**src/rtl/mem_req_ctrl.sv**
```systemverilog
// mem_req_ctrl
// ------------
// Single-outstanding memory request controller that sits between a core's
// load/store unit and a byte-lane-addressed block RAM. A request is taken
// in IDLE, steered through ACCESS (one BRAM enable cycle), an optional WAIT
// that covers the remaining BRAM read latency, and a one-cycle RESP pulse.
// Misaligned/illegal requests and MEM_DISABLE skip the BRAM entirely and go
// straight to RESP.
//
// Lane order is big-endian within the BRAM word: byte offset k lives in
// bramDin[31-8k:24-8k] and is enabled by bramWe[3-k]. Store data arrives
// LSB-aligned, so it is byte-reversed into place.
//
// Ports
//   clk        in   1           sole clock, rising edge
//   rst_n      in   1           asynchronous active-low reset
//   reqValid   in   1           request present
//   reqReady   out  1           high only in IDLE; accept = reqValid && reqReady
//   memOp      in   2           operation code (MEM_*)
//   memSize    in   2           access size (BYTE/HALFWORD/WORD)
//   aluIn      in   32          byte address
//   storeData  in   32          store data, LSB-aligned
//   bramEn     out  1           BRAM enable, ACCESS cycle only
//   bramWe     out  4           byte write enables, ACCESS cycle only
//   bramAddr   out  ADDR_WIDTH  word address captured at accept
//   bramDin    out  32          lane-placed store data captured at accept
//   rspValid   out  1           one-cycle completion pulse
//   rspAddrLo  out  2           captured aluIn[1:0]
//   rspSize    out  2           captured memSize
//   rspOp      out  2           captured memOp
//   misalign   out  1           completed request was misaligned/illegal

module mem_req_ctrl #(
  parameter int         ADDR_WIDTH    = 12,
  parameter int         RD_LATENCY    = 1,
  parameter logic [1:0] MEM_DISABLE   = 2'b00,
  parameter logic [1:0] MEM_READ_SEXT = 2'b01,
  parameter logic [1:0] MEM_READ_ZEXT = 2'b10,
  parameter logic [1:0] MEM_WRITE     = 2'b11,
  parameter logic [1:0] BYTE          = 2'b00,
  parameter logic [1:0] HALFWORD      = 2'b01,
  parameter logic [1:0] WORD          = 2'b10
) (
  input  logic                  clk,
  input  logic                  rst_n,
  input  logic                  reqValid,
  output logic                  reqReady,
  input  logic [1:0]            memOp,
  input  logic [1:0]            memSize,
  input  logic [31:0]           aluIn,
  input  logic [31:0]           storeData,
  output logic                  bramEn,
  output logic [3:0]            bramWe,
  output logic [ADDR_WIDTH-1:0] bramAddr,
  output logic [31:0]           bramDin,
  output logic                  rspValid,
  output logic [1:0]            rspAddrLo,
  output logic [1:0]            rspSize,
  output logic [1:0]            rspOp,
  output logic                  misalign
);

  localparam logic [1:0] S_IDLE   = 2'd0;
  localparam logic [1:0] S_ACCESS = 2'd1;
  localparam logic [1:0] S_WAIT   = 2'd2;
  localparam logic [1:0] S_RESP   = 2'd3;

  // Cycles spent in WAIT after the ACCESS cycle; at most 2 for the legal
  // latency range, so a 2-bit down-counter is enough.
  localparam logic [1:0] WAIT_CYCLES = 2'(RD_LATENCY - 1);

  logic [1:0]  state;
  logic [1:0]  wait_cnt;
  logic [3:0]  we_hold;
  logic        accept;
  logic        is_misaligned;
  logic        bypass;
  logic [35:0] placed;

  // Alignment rule: halfwords need an even address, words a 4-byte aligned
  // address, and size code 2'b11 is never legal.
  function automatic logic check_misaligned(input logic [1:0] size,
                                            input logic [1:0] lo);
    logic bad;
    bad = 1'b0;
    if (size == 2'b11)
      bad = 1'b1;
    else if (size == HALFWORD)
      bad = lo[0];
    else if (size == WORD)
      bad = (lo != 2'b00);
    return bad;
  endfunction

  // Returns {write_enables, lane_data}. Bytes are placed big-endian: the
  // lowest store byte lands in the lane of the addressed byte offset.
  function automatic logic [35:0] place_store(input logic [1:0]  size,
                                              input logic [1:0]  off,
                                              input logic [31:0] sd);
    logic [35:0] res;
    res = 36'h0;
    if (size == BYTE)
      res = {4'b1000 >> off, {4{sd[7:0]}}};
    else if (size == HALFWORD)
      res = off[1] ? {4'b0011, 16'h0000, sd[7:0], sd[15:8]}
                   : {4'b1100, sd[7:0], sd[15:8], 16'h0000};
    else if (size == WORD)
      res = {4'b1111, sd[7:0], sd[15:8], sd[23:16], sd[31:24]};
    return res;
  endfunction

  assign accept        = reqValid && reqReady;
  assign is_misaligned = check_misaligned(memSize, aluIn[1:0]);
  assign bypass        = is_misaligned || (memOp == MEM_DISABLE);
  assign placed        = place_store(memSize, aluIn[1:0], storeData);

  // Handshake and BRAM strobes are decoded from state so that an
  // asynchronous reset drops them in the same cycle it is asserted.
  assign reqReady = (state == S_IDLE);
  assign bramEn   = (state == S_ACCESS);
  assign bramWe   = (state == S_ACCESS) ? we_hold : 4'b0000;
  assign rspValid = (state == S_RESP);

  // Address bits above the BRAM word address are not decoded here.
  generate
    if (ADDR_WIDTH < 30) begin : g_unused_hi
      logic unused_addr_hi;
      assign unused_addr_hi = ^aluIn[31:ADDR_WIDTH+2];
    end
  endgenerate

  always_ff @(posedge clk or negedge rst_n) begin
    if (!rst_n) begin
      state     <= S_IDLE;
      wait_cnt  <= 2'd0;
      we_hold   <= 4'b0000;
      bramAddr  <= '0;
      bramDin   <= 32'h0;
      rspAddrLo <= 2'b00;
      rspSize   <= 2'b00;
      rspOp     <= 2'b00;
      misalign  <= 1'b0;
    end else begin
      case (state)
        S_IDLE: begin
          if (accept) begin
            rspAddrLo <= aluIn[1:0];
            rspSize   <= memSize;
            rspOp     <= memOp;
            bramAddr  <= aluIn[ADDR_WIDTH+1:2];
            bramDin   <= placed[31:0];
            // Loads never write; MEM_DISABLE is reported as a clean completion.
            we_hold   <= (memOp == MEM_WRITE) ? placed[35:32] : 4'b0000;
            misalign  <= is_misaligned && (memOp != MEM_DISABLE);
            state     <= bypass ? S_RESP : S_ACCESS;
          end
        end
        S_ACCESS: begin
          if ((rspOp == MEM_WRITE) || (WAIT_CYCLES == 2'd0)) begin
            state <= S_RESP;
          end else begin
            wait_cnt <= WAIT_CYCLES;
            state    <= S_WAIT;
          end
        end
        S_WAIT: begin
          if (wait_cnt <= 2'd1) begin
            wait_cnt <= 2'd0;
            state    <= S_RESP;
          end else begin
            wait_cnt <= wait_cnt - 2'd1;
          end
        end
        S_RESP: begin
          state <= S_IDLE;
        end
        default: begin
          state <= S_IDLE;
        end
      endcase
    end
  end

endmodule

```
**config.mk**
```make
export PLATFORM = sky130hd
export DESIGN_NAME = mem_req_ctrl
export DESIGN_NICKNAME = d
export VERILOG_FILES = /design/src/rtl/mem_req_ctrl.sv
export SDC_FILE = /design/constraint.sdc
export NUM_CORES = 1
export LEC_CHECK = 0
export ABC_AREA = 1
export ABC_CLOCK_PERIOD_IN_PS = 1490
export BUFFER_PORTS_ARGS = -buffer_cell sky130_fd_sc_hd__buf_2
export CORE_MARGIN = 4
export CORE_UTILIZATION = 48
export CTS_CLUSTER_DIAMETER = 150
export DETAILED_ROUTE_END_ITERATION = 10
export PLACE_DENSITY = 0.81
export SLEW_MARGIN = 0
export SYNTH_ARGS = -nofsm -noshare
export SYNTH_HDL_FRONTEND = slang
export SYNTH_SLANG_ARGS = --single-unit
```
**constraint.sdc**
```tcl
create_clock -name clk -period 1.49 [get_ports clk]
set_input_delay 0.2235 -clock clk [delete_from_list [all_inputs] [get_ports clk]]
set_output_delay 0.2235 -clock clk [all_outputs]
set_load 0.01 [all_outputs]
```
==> results of run 1 <==
per-layer routing:
layer	vias to the layer above	routed length, um	track usage, %
li1	1471	-	-
met2	124	3980	37.0
met1	1399	3510	30.0
met3	22	650	5.01
met5	-	0	0
met4	0	261	12.3
logic make-up (layout without fill, tap and decap cells):
kind of cell / Yosys count / in the layout / share of synthesized area (%)
buf+inv: 42 / 168 / 6.86
simple gates: 273 / 273 / 38.2
fa+ha+maj: 6 / 6 / 2.51
flops: 59 / 59 / 49.4
compound gates: 17 / 17 / 3.05
layout make-up:
cell class	count	area, um^2
clock buffers	12	145
clock inverters	3	15.0
fillers	510	2070
inverters	23	88.8
multi-input cells	296	1330
flip-flops and latches	59	1480
well taps	75	93.8
repair buffers	130	768
worst min-delay path: stages:
cell,delay (ns)
buf_2,0.07
nand2_1,0.05
nand2_1,0.05
registers in the layout, indices dropped and copies added (netlist names):
register and flops:
bramAddr 12, bramDin 32, misalign 1, rspAddrLo 2
rspOp 2, rspSize 2, state 2, wait_cnt 2
we_hold 4
timing repair:
item / 4_1_cts / 5_1_grt
resized for setup: 4 / 9
buffers inserted: 0 / 4
setup endpoints to repair: 8 / 44
hold buffers: 1 / 0
pin swaps: 1 / 1
hold endpoints to repair: 59 / 0
gates cloned: 1 / 0
cell usage after synthesis:
master    number
dfrtp_1       59
buf_2          8
inv_2          3
nor2_1        87
nand3_1       14
nand4_1       16
buf_6          4
o21ai_2        1
nand2_1      134
a21boi_0       1
nor2_4         1
nand2_2       20
buf_4          2
clkbuf_1       5
o21ai_0       15
inv_1         20
ha_1           6
nor2_2         1
where the power goes:
part	total (uW)	switching (uW)	leakage, uW	internal (uW)
sequential	2740	394	0.000722	2340
clock	1240	604	0.0000860	632
combinational	2970	1700	0.00141	1270
metrics by stage:
stage	utilization, %	worst slack, ns	total power, uW	hold slack, ns
2_1_floorplan	-	0.0447	4280	-0.0721
3_3_place_gp	61.1	0.0835	5440	0.252
3_5_place_dp	61.1	0.0211	5580	0.261
4_1_cts	64.7	0.00171	6960	0.0717
5_1_grt	65.5	-0.0443	7490	0.0809
6_report	65.5	0.00872	6940	0.0847
final timing paths:
kind	slack, ns	startpoint	to
worst max-delay path	0.009	state[0]	bramWe[0]
worst min-delay path	0.08	aluIn[9]	bramAddr[7]
worst max register to register	0.08	state[1]	bramDin[17]
worst min register to register	0.47	bramDin[25]	bramDin[25]
max in group asynchronous	0.81	rst_n	bramDin[27]
min in group asynchronous	0.43	rst_n	state[0]
==> results.py, run 1 <==
metrics = {
    "power": {
        "powerDensity_nw_per_um2": 1770,
        "ir_drop_mv": 0.873,
        "leakagePower_uw": 0.00222,
    },
    "logic_synthesis": {
        "syn-num-nets": 474,
        "synth.yosys.seq_area_share_pct": 49.4,
        "synthesis.instances": 397,
        "synth_top_cell_by_area": "dfrtp_1",
        "mean_syn_cell_area_um2": 7.53,
        "ys_seq_elements": 59,
        "synthDominantCellAreaShare_pct": 49.4,
        "synth_cell_type_count": 18,
        "synth-warning-count": 0,
        "mappedNetlistArea_um2": 2990,
        "synth.top_cells.by_area": "dfrtp_1 (49%), nand2_1 (17%), nor2_1 (11%)",
    },
    "global_routing": {
        "grt_util_all_layers_pct": 23.4,
        "globalRoute.totalOverflow": 0,
        "grt_antenna_before_repair": 0,
        "first_global_vias": 2852,
        "grt_start_max_net_pins": 60,
        "grt_first_pass_wirelength_mm": 13.6,
    },
    "sta": {
        "worst-slew-pin-transition_ns": 0.476,
        "relSlewSlack_pct": 68.3,
        "rsz_0062_raised_after_global_routing": "yes",
        "fmaxAchievable_mhz": 675,
        "post-route-period-util_pct": 99.4,
        "report.final.setup_viol": 0,
        "finalSetupTns_ns": 0,
        "period_minus_slack_ns": 1.48,
        "finalHoldViolations": 0,
        "final_max_slew_viol_count": 0,
        "skew_ns": 0.00564,
    },
    "setup_path": {
        "path_class": "reg2out",
        "timing.critical_path.from_type": "flop",
        "timing.critical_path.buf_inv": 3,
        "rr_worst_depth": 8,
        "worstPathRequired_ns": 1.27,
        "worst_ep_arrival_time_ns": 1.26,
        "worstPathMaxFanout": 5,
        "worst_path_cell_trace": "buf_6, ha_4, nand2_1, inv_1, buf_2",
        "cp-end-kind": "primary output",
        "worst_path_largest_cell_delay_ns": 0.39,
        "crit_family": "flip-flops",
        "critical_path.slowest_cell": "dfrtp_1",
        "worst-path-stages": 5,
    },
    "floorplan": {
        "io_pins": 129,
        "start_util_pct": 49.9,
        "total_die_area_um2": 7560,
        "dieHeight_um": 86.9,
        "die_w_um": 86.9,
        "cell_rows": 28,
        "standard_cell_core_area_um2": 5990,
    },
    "route": {
        "drc": 0,
        "vias_per_cell": 5.04,
        "detailedRoute.firstIterationViolations": 211,
        "drt_wl_total_mm": 8.40,
        "route.detailed.wl_per_inst_um": 14.1,
        "detail_route.first_pass.iterations": 7,
        "num_vias": 3016,
        "drt.antenna.violating_nets": 0,
    },
    "layout": {
        "finish.instance_area_um2": 3920,
        "final_cells": 598,
        "synthToLayoutAreaGrowth_pct": 31.1,
        "layout_common_cells": "nand2_1 (132), buf_2 (110), nor2_1 (85)",
        "post_route_cells_drive_above_1_share_pct": 33.5,
        "mostFrequentLayoutCell": "nand2_1",
        "antenna_cells_inserted": 0,
        "final_nets": 596,
    },
    "min_path": {
        "timing.hold.worst_path_depth": 3,
        "worst_hold_path_type": "in2reg",
    },
    "placed_design": {
        "post_detail_place_hpwl_mm": 5.85,
        "dpl.cell_count": 577,
        "gpl.final_weighted_congestion": 0.806,
        "numPortBuffers": 110,
        "postPlaceCellArea_um2": 3660,
    },
    "clock_tree": {
        "htree_levels": 3,
        "tritoncts": "done",
        "path_clk_slew_ns": 0.06,
        "cts.root.buffer_cell": "clkbuf_8",
        "clock_latency_on_the_worst_skew_pair_ns": 0.33,
        "num_cts_buffers": 9,
        "clock_sinks": 59,
        "cts_buffer_depth": 2,
    },
    "run_status": {
        "outcome": "complete, no violations",
    },
    "job": {
        "cap_viol_max_count": 0,
    },
}
Note: power is estimated with default switching activity, not from simulation.
==> run 2: changes to the inputs <==
--- a/config.mk
+++ b/config.mk
@@ -6,7 +6,7 @@
 export NUM_CORES = 1
 export LEC_CHECK = 0
 export ABC_AREA = 1
-export ABC_CLOCK_PERIOD_IN_PS = 1490
+export ABC_CLOCK_PERIOD_IN_PS = 1700
 export BUFFER_PORTS_ARGS = -buffer_cell sky130_fd_sc_hd__buf_2
 export CORE_MARGIN = 4
 export CORE_UTILIZATION = 48
==> constraint.sdc (replaced) <==
create_clock -name clk -period 1.7 [get_ports clk]
set_input_delay 0.255 -clock clk [delete_from_list [all_inputs] [get_ports clk]]
set_output_delay 0.255 -clock clk [all_outputs]
set_load 0.01 [all_outputs]
==> run 2 against run 1 <==
Compared with the run above:
- count of clock-buffer cells in the layout fell by 1
- first-iteration DRC count is 1.4% higher
- combinational power fell by 18%
- clock skew rose by 0.00089 ns
- core utilization fell by 0.23 points
- total power decreased by 9.3%
- critical path type is now reg2reg
- critical endpoint is now bramDin[19]
==> results.py, run 2 (synthesized netlist as in run 1, its figures left out) <==
metrics = {
    "run_status": {
        "outcome": "complete, no violations",
    },
    "route": {
        "drt_wl_total_mm": 8.12,
        "detail_route.first_pass.iterations": 4,
        "vias_per_cell": 4.94,
        "drc": 0,
        "detailedRoute.firstIterationViolations": 214,
        "num_vias": 2929,
        "drt.antenna.violating_nets": 0,
        "route.detailed.wl_per_inst_um": 13.7,
    },
    "clock_tree": {
        "num_cts_buffers": 9,
        "path_clk_slew_ns": 0.07,
        "clock_latency_on_the_worst_skew_pair_ns": 0.33,
        "cts.root.buffer_cell": "clkbuf_8",
        "htree_levels": 3,
        "cts_buffer_depth": 2,
        "clock_sinks": 59,
        "tritoncts": "done",
    },
    "placed_design": {
        "post_detail_place_hpwl_mm": 5.90,
        "numPortBuffers": 110,
        "gpl.final_weighted_congestion": 0.829,
    },
    "layout": {
        "multiInputGateArea_um2": 1320,
        "layout_common_cells": "nand2_1 (134), buf_2 (110), nor2_1 (84)",
        "final_nets": 590,
        "layout.core_utilization_pct": 65.2,
        "fill_cells": 522,
        "mostFrequentLayoutCell": "nand2_1",
        "synthToLayoutAreaGrowth_pct": 30.7,
        "top_reg_by_flops": "bramDin",
        "final-seq-area_um2": 1480,
        "antenna_cells_inserted": 0,
        "layout_top_registers": "bramDin (32), bramAddr (12), we_hold (4)",
        "largest_reg_flops": 32,
        "post_route_cells_drive_above_1_share_pct": 33.4,
    },
    "setup_path": {
        "critical_path.slowest_cell": "dfrtp_2",
        "timing.critical_path.from_type": "flop",
        "worstPathMaxFanout": 24,
        "worst_path_largest_cell_delay_ns": 0.44,
        "worst_ep_arrival_time_ns": 1.80,
        "path_class": "reg2reg",
        "worstPathRequired_ns": 1.92,
        "cp-end-kind": "flop",
        "crit_family": "simple AND/OR/NAND/NOR gates",
        "timing.critical_path.buf_inv": 3,
        "worst_path_cell_trace": "inv_2, ha_2, nand2_1, inv_4, buf_12, nand2_1, nor2_1, nor2_1",
    },
    "floorplan": {
        "start_util_pct": 49.9,
        "total_die_area_um2": 7560,
        "standard_cell_core_area_um2": 5990,
        "die_w_um": 86.9,
        "io_pins": 129,
        "cell_rows": 28,
        "dieHeight_um": 86.9,
    },
    "sta": {
        "skew_ns": 0.00653,
        "worst-slew-pin-transition_ns": 0.526,
        "finalSetupTns_ns": 0,
        "fmaxAchievable_mhz": 632,
        "finalHoldViolations": 0,
        "post-route-period-util_pct": 93.0,
        "report.final.setup_viol": 0,
        "rsz_0062_raised_after_global_routing": "no",
        "period_minus_slack_ns": 1.58,
        "final_max_slew_viol_count": 0,
        "relSlewSlack_pct": 64.9,
    },
    "global_routing": {
        "first_global_vias": 2812,
        "globalRoute.totalOverflow": 0,
        "grt_antenna_before_repair": 0,
        "grt_start_max_net_pins": 60,
        "grt_util_all_layers_pct": 22.4,
        "grt_first_pass_wirelength_mm": 13.3,
    },
    "job": {
        "cap_viol_max_count": 0,
    },
    "power": {
        "powerDensity_nw_per_um2": 1610,
        "ir_drop_mv": 1.01,
        "leakagePower_uw": 0.00221,
    },
    "min_path": {
        "worst_hold_path_type": "in2reg",
    },
}
-- run 2: cell count changes in the layout (fill, tap and decap cells not counted), sizes merged --
| cell | previous run | this run |
|---|---|---|
| buf | 129 | 123 |
| clkbuf | 12 | 11 |
| bufinv | 0 | 2 |
-- run 2: where the power goes --
part           internal [uW]  switching [uW]
Clock                    898             564
Combinational           1010            1410
Sequential              2050             356
-- run 2: routing by layer --
layer / routed length [um] / global-route usage [%] / vias up
li1: - / - / 1458
met1: 3610 / 31.8 / 1369
met2: 3870 / 33.5 / 87
met3: 487 / 4.64 / 15
met4: 159 / 9.35 / 0
met5: 0 / 0 / -
-- run 2: final timing paths --
path                       slack, ns     endpoint  depth (start not counted)   startpoint
setup reg to reg                0.12  bramDin[19]                          8     state[0]
max in group asynchronous       0.95     state[0]                          3        rst_n
min in group asynchronous       0.44  wait_cnt[0]                          3        rst_n
hold / removal                  0.12  bramAddr[6]                          3     aluIn[8]
hold reg to reg                 0.47  bramDin[26]                          2  bramDin[26]
setup / recovery                0.12  bramDin[19]                          8     state[0]
-- run 2: final cells by class --
class                           count  share of cell area [%]
Sequential cell                    59                    37.8
Multi-Input combinational cell    296                    33.8
Timing Repair Buffer              124                    17.9
Clock buffer                       11                    3.87
Tap cell                           75                    2.40
Inverter                           23                    2.27
Clock inverter                      5                    1.92
-- run 2: tightest hold or removal path, cell delays in order --
cell and delay [ns]:
buf_2 0.08, nand2_1 0.04, nand2_1 0.04
-- run 2: per-stage QoR --
stage / instance area (um^2) / instances / setup WS, ns / power, uW / hold slack (ns)
after floorplan: 2990 / 397 / 0.255 / 3750 / -0.0406
after global placement: 3640 / 574 / 0.105 / 4720 / 0.282
after detailed placement: 3640 / 574 / 0.0335 / 4830 / 0.291
after CTS: 3870 / 591 / 0.0220 / 6300 / 0.109
after global routing: 3910 / 593 / 0.0291 / 6770 / 0.112
final: 3910 / 593 / 0.118 / 6300 / 0.116
-- run 2: timing repair --
| item | CTS | global route |
|---|---|---|
| hold buffers | 1 | 0 |
| hold endpoints to repair | 59 | 0 |
| buffers inserted | 0 | 2 |
| gates resized for setup | 0 | 10 |
| setup endpoints to repair | 0 | 40 |
==> run 3: changes to the inputs <==
--- a/config.mk
+++ b/config.mk
@@ -12,7 +12,7 @@
 export CORE_UTILIZATION = 48
 export CTS_CLUSTER_DIAMETER = 150
 export DETAILED_ROUTE_END_ITERATION = 10
-export PLACE_DENSITY = 0.81
+export PLACE_DENSITY = 0.77
 export SLEW_MARGIN = 0
 export SYNTH_ARGS = -nofsm -noshare
 export SYNTH_HDL_FRONTEND = slang
==> run 3 against run 2 <==
Compared with the run above:
- first-iteration DRC count fell by 32%
- clock power about the same
- largest cell class unchanged
- maximum frequency decreased by 1.1%
==> results.py, run 3 (synthesized netlist as in run 1, its figures left out) <==
metrics = {
    "layout": {
        "largest_reg_flops": 32,
        "antenna_cells_inserted": 0,
        "post_route_cells_drive_above_1_share_pct": 32.2,
        "final_nets": 587,
        "layout_top_registers": "bramDin (32), bramAddr (12), we_hold (4)",
        "mostFrequentLayoutCell": "nand2_1",
        "synthToLayoutAreaGrowth_pct": 29.5,
        "top_reg_by_flops": "bramDin",
        "fill_cells": 543,
        "final_cells": 590,
        "layout_common_cells": "nand2_1 (133), buf_2 (110), nor2_1 (85)",
    },
    "global_routing": {
        "grt_start_max_net_pins": 38,
        "grt_antenna_before_repair": 0,
        "grt_util_all_layers_pct": 21.6,
        "use_met1_pct": 29.5,
        "first_global_vias": 2792,
        "grt_first_pass_wirelength_mm": 12.8,
        "globalRoute.totalOverflow": 0,
        "gr-max-usage-layer": "met2",
        "grt.met3_usage_pct": 4.64,
        "groute.layer.met2.usage_pct": 33.5,
    },
    "clock_tree": {
        "tritoncts": "done",
        "path_clk_slew_ns": 0.07,
        "htree_levels": 3,
        "clock_sinks": 59,
        "num_cts_buffers": 9,
        "clock_latency_on_the_worst_skew_pair_ns": 0.33,
        "cts.root.buffer_cell": "clkbuf_8",
        "post_cts_setup_bufs": 0,
        "cts_buffer_depth": 2,
    },
    "placed_design": {
        "dpl.cell_count": 573,
        "numPortBuffers": 110,
        "post_detail_place_hpwl_mm": 5.77,
        "gpl.final_weighted_congestion": 0.796,
    },
    "job": {
        "cap_viol_max_count": 0,
    },
    "sta": {
        "rsz_0062_raised_after_global_routing": "no",
        "finalHoldViolations": 0,
        "finalSetupTns_ns": 0,
        "worst-slew-pin-transition_ns": 0.529,
        "report.final.setup_viol": 0,
        "post-route-period-util_pct": 94.1,
        "relSlewSlack_pct": 64.7,
        "skew_ns": 0.00759,
        "fmaxAchievable_mhz": 625,
        "period_minus_slack_ns": 1.60,
        "final_max_slew_viol_count": 0,
    },
    "setup_path": {
        "worstPathRequired_ns": 1.44,
        "path_class": "reg2out",
        "timing.critical_path.mode_cell": "inv_1",
        "crit_family": "flip-flops",
        "worst_path_largest_cell_delay_ns": 0.43,
        "critical_path.slowest_cell": "dfrtp_1",
        "worst_ep_arrival_time_ns": 1.34,
        "cp-end-kind": "primary output",
        "worstPathMaxFanout": 5,
        "timing.critical_path.buf_inv": 3,
        "worst_path_cell_trace": "inv_1, ha_2, nand2_1, inv_1, buf_2",
        "timing.critical_path.from_type": "flop",
    },
    "floorplan": {
        "start_util_pct": 49.9,
        "die_w_um": 86.9,
        "standard_cell_core_area_um2": 5990,
        "dieHeight_um": 86.9,
        "total_die_area_um2": 7560,
        "io_pins": 129,
        "cell_rows": 28,
    },
    "power": {
        "leakagePower_uw": 0.00219,
        "ir_drop_mv": 0.883,
        "powerDensity_nw_per_um2": 1610,
    },
    "route": {
        "num_vias": 2898,
        "route.detailed.wl_per_inst_um": 13.4,
        "detailedRoute.firstIterationViolations": 146,
        "drt_wl_total_mm": 7.91,
        "vias_per_cell": 4.91,
        "detail_route.first_pass.iterations": 5,
        "drc": 0,
        "drt.antenna.violating_nets": 0,
    },
    "min_path": {
        "worst_hold_path_type": "in2reg",
    },
    "run_status": {
        "outcome": "complete, no violations",
    },
}
==> run 3: changes by cell type in the layout (fill, tap and decap cells not counted), moves of 2 or more <==
cell and delta:
nor2_2 -2, inv_1 +2, clkinv_2 -2, buf_4 -2
==> run 3: layer usage <==
layer	share of wire (%)	wire length (um)
met5	0	0
met4	1.6	129
met3	8.7	691
met2	48	3760
met1	42	3320
==> run 3: power by group <==
group          switching [uW]  leakage (uW)  internal, uW
logic                    1370       0.00136           980
clock network             556      0.000113           904
registers                 355      0.000722          2050
total                    2280       0.00219          3940
==> run 3: final timing paths <==
kind / startpoint / endpoint / slack [ns] / cells past startpoint
max: state[1] / bramWe[1] / 0.10 / 5
min: aluIn[7] / bramAddr[5] / 0.12 / 3
max reg2reg: state[0] / bramDin[20] / 0.14 / 8
min reg2reg: bramAddr[0] / bramAddr[0] / 0.48 / 2
max in group asynchronous: rst_n / state[0] / 0.91 / 3
min in group asynchronous: rst_n / wait_cnt[0] / 0.49 / 3
==> run 3: worst min-delay path, delay by kind of cell <==
| family | cells | cell delay, ns |
|---|---|---|
| buf+inv | 1 | 0.07 |
| simple gates | 2 | 0.08 |
==> run 3: layout make-up <==
type | instances | area (um^2) | area share [%]
timing repair buffer | 121 | 664 | 17.2
inverter | 23 | 86.3 | 2.23
sequential | 59 | 1480 | 38.1
clock inverter | 4 | 72.6 | 1.87
tap | 75 | 93.8 | 2.42
multi-input combinational | 296 | 1320 | 34.2
clock buffer | 12 | 155 | 4.01
==> run 3: per-stage QoR <==
| stage | total power [uW] | worst slack (ns) | hold slack, ns | util [%] | instance area [um^2] |
|---|---|---|---|---|---|
| 2_1_floorplan | 3750 | 0.255 | -0.0406 | - | 2990 |
| 3_3_place_gp | 4700 | 0.146 | 0.297 | 60.4 | 3620 |
| 3_5_place_dp | 4790 | 0.0575 | 0.316 | 60.4 | 3620 |
| 4_1_cts | 6270 | 0.0399 | 0.104 | 64.3 | 3850 |
| 5_1_grt | 6710 | 0.00513 | 0.112 | 64.7 | 3870 |
| 6_report | 6220 | 0.101 | 0.115 | 64.7 | 3870 |
==> run 3: what timing repair did <==
item / in CTS / in global routing
resized for setup: 0 / 7
endpoints found under the hold margin: 59 / 0
setup endpoints to repair: 0 / 14
hold buffers: 1 / 0
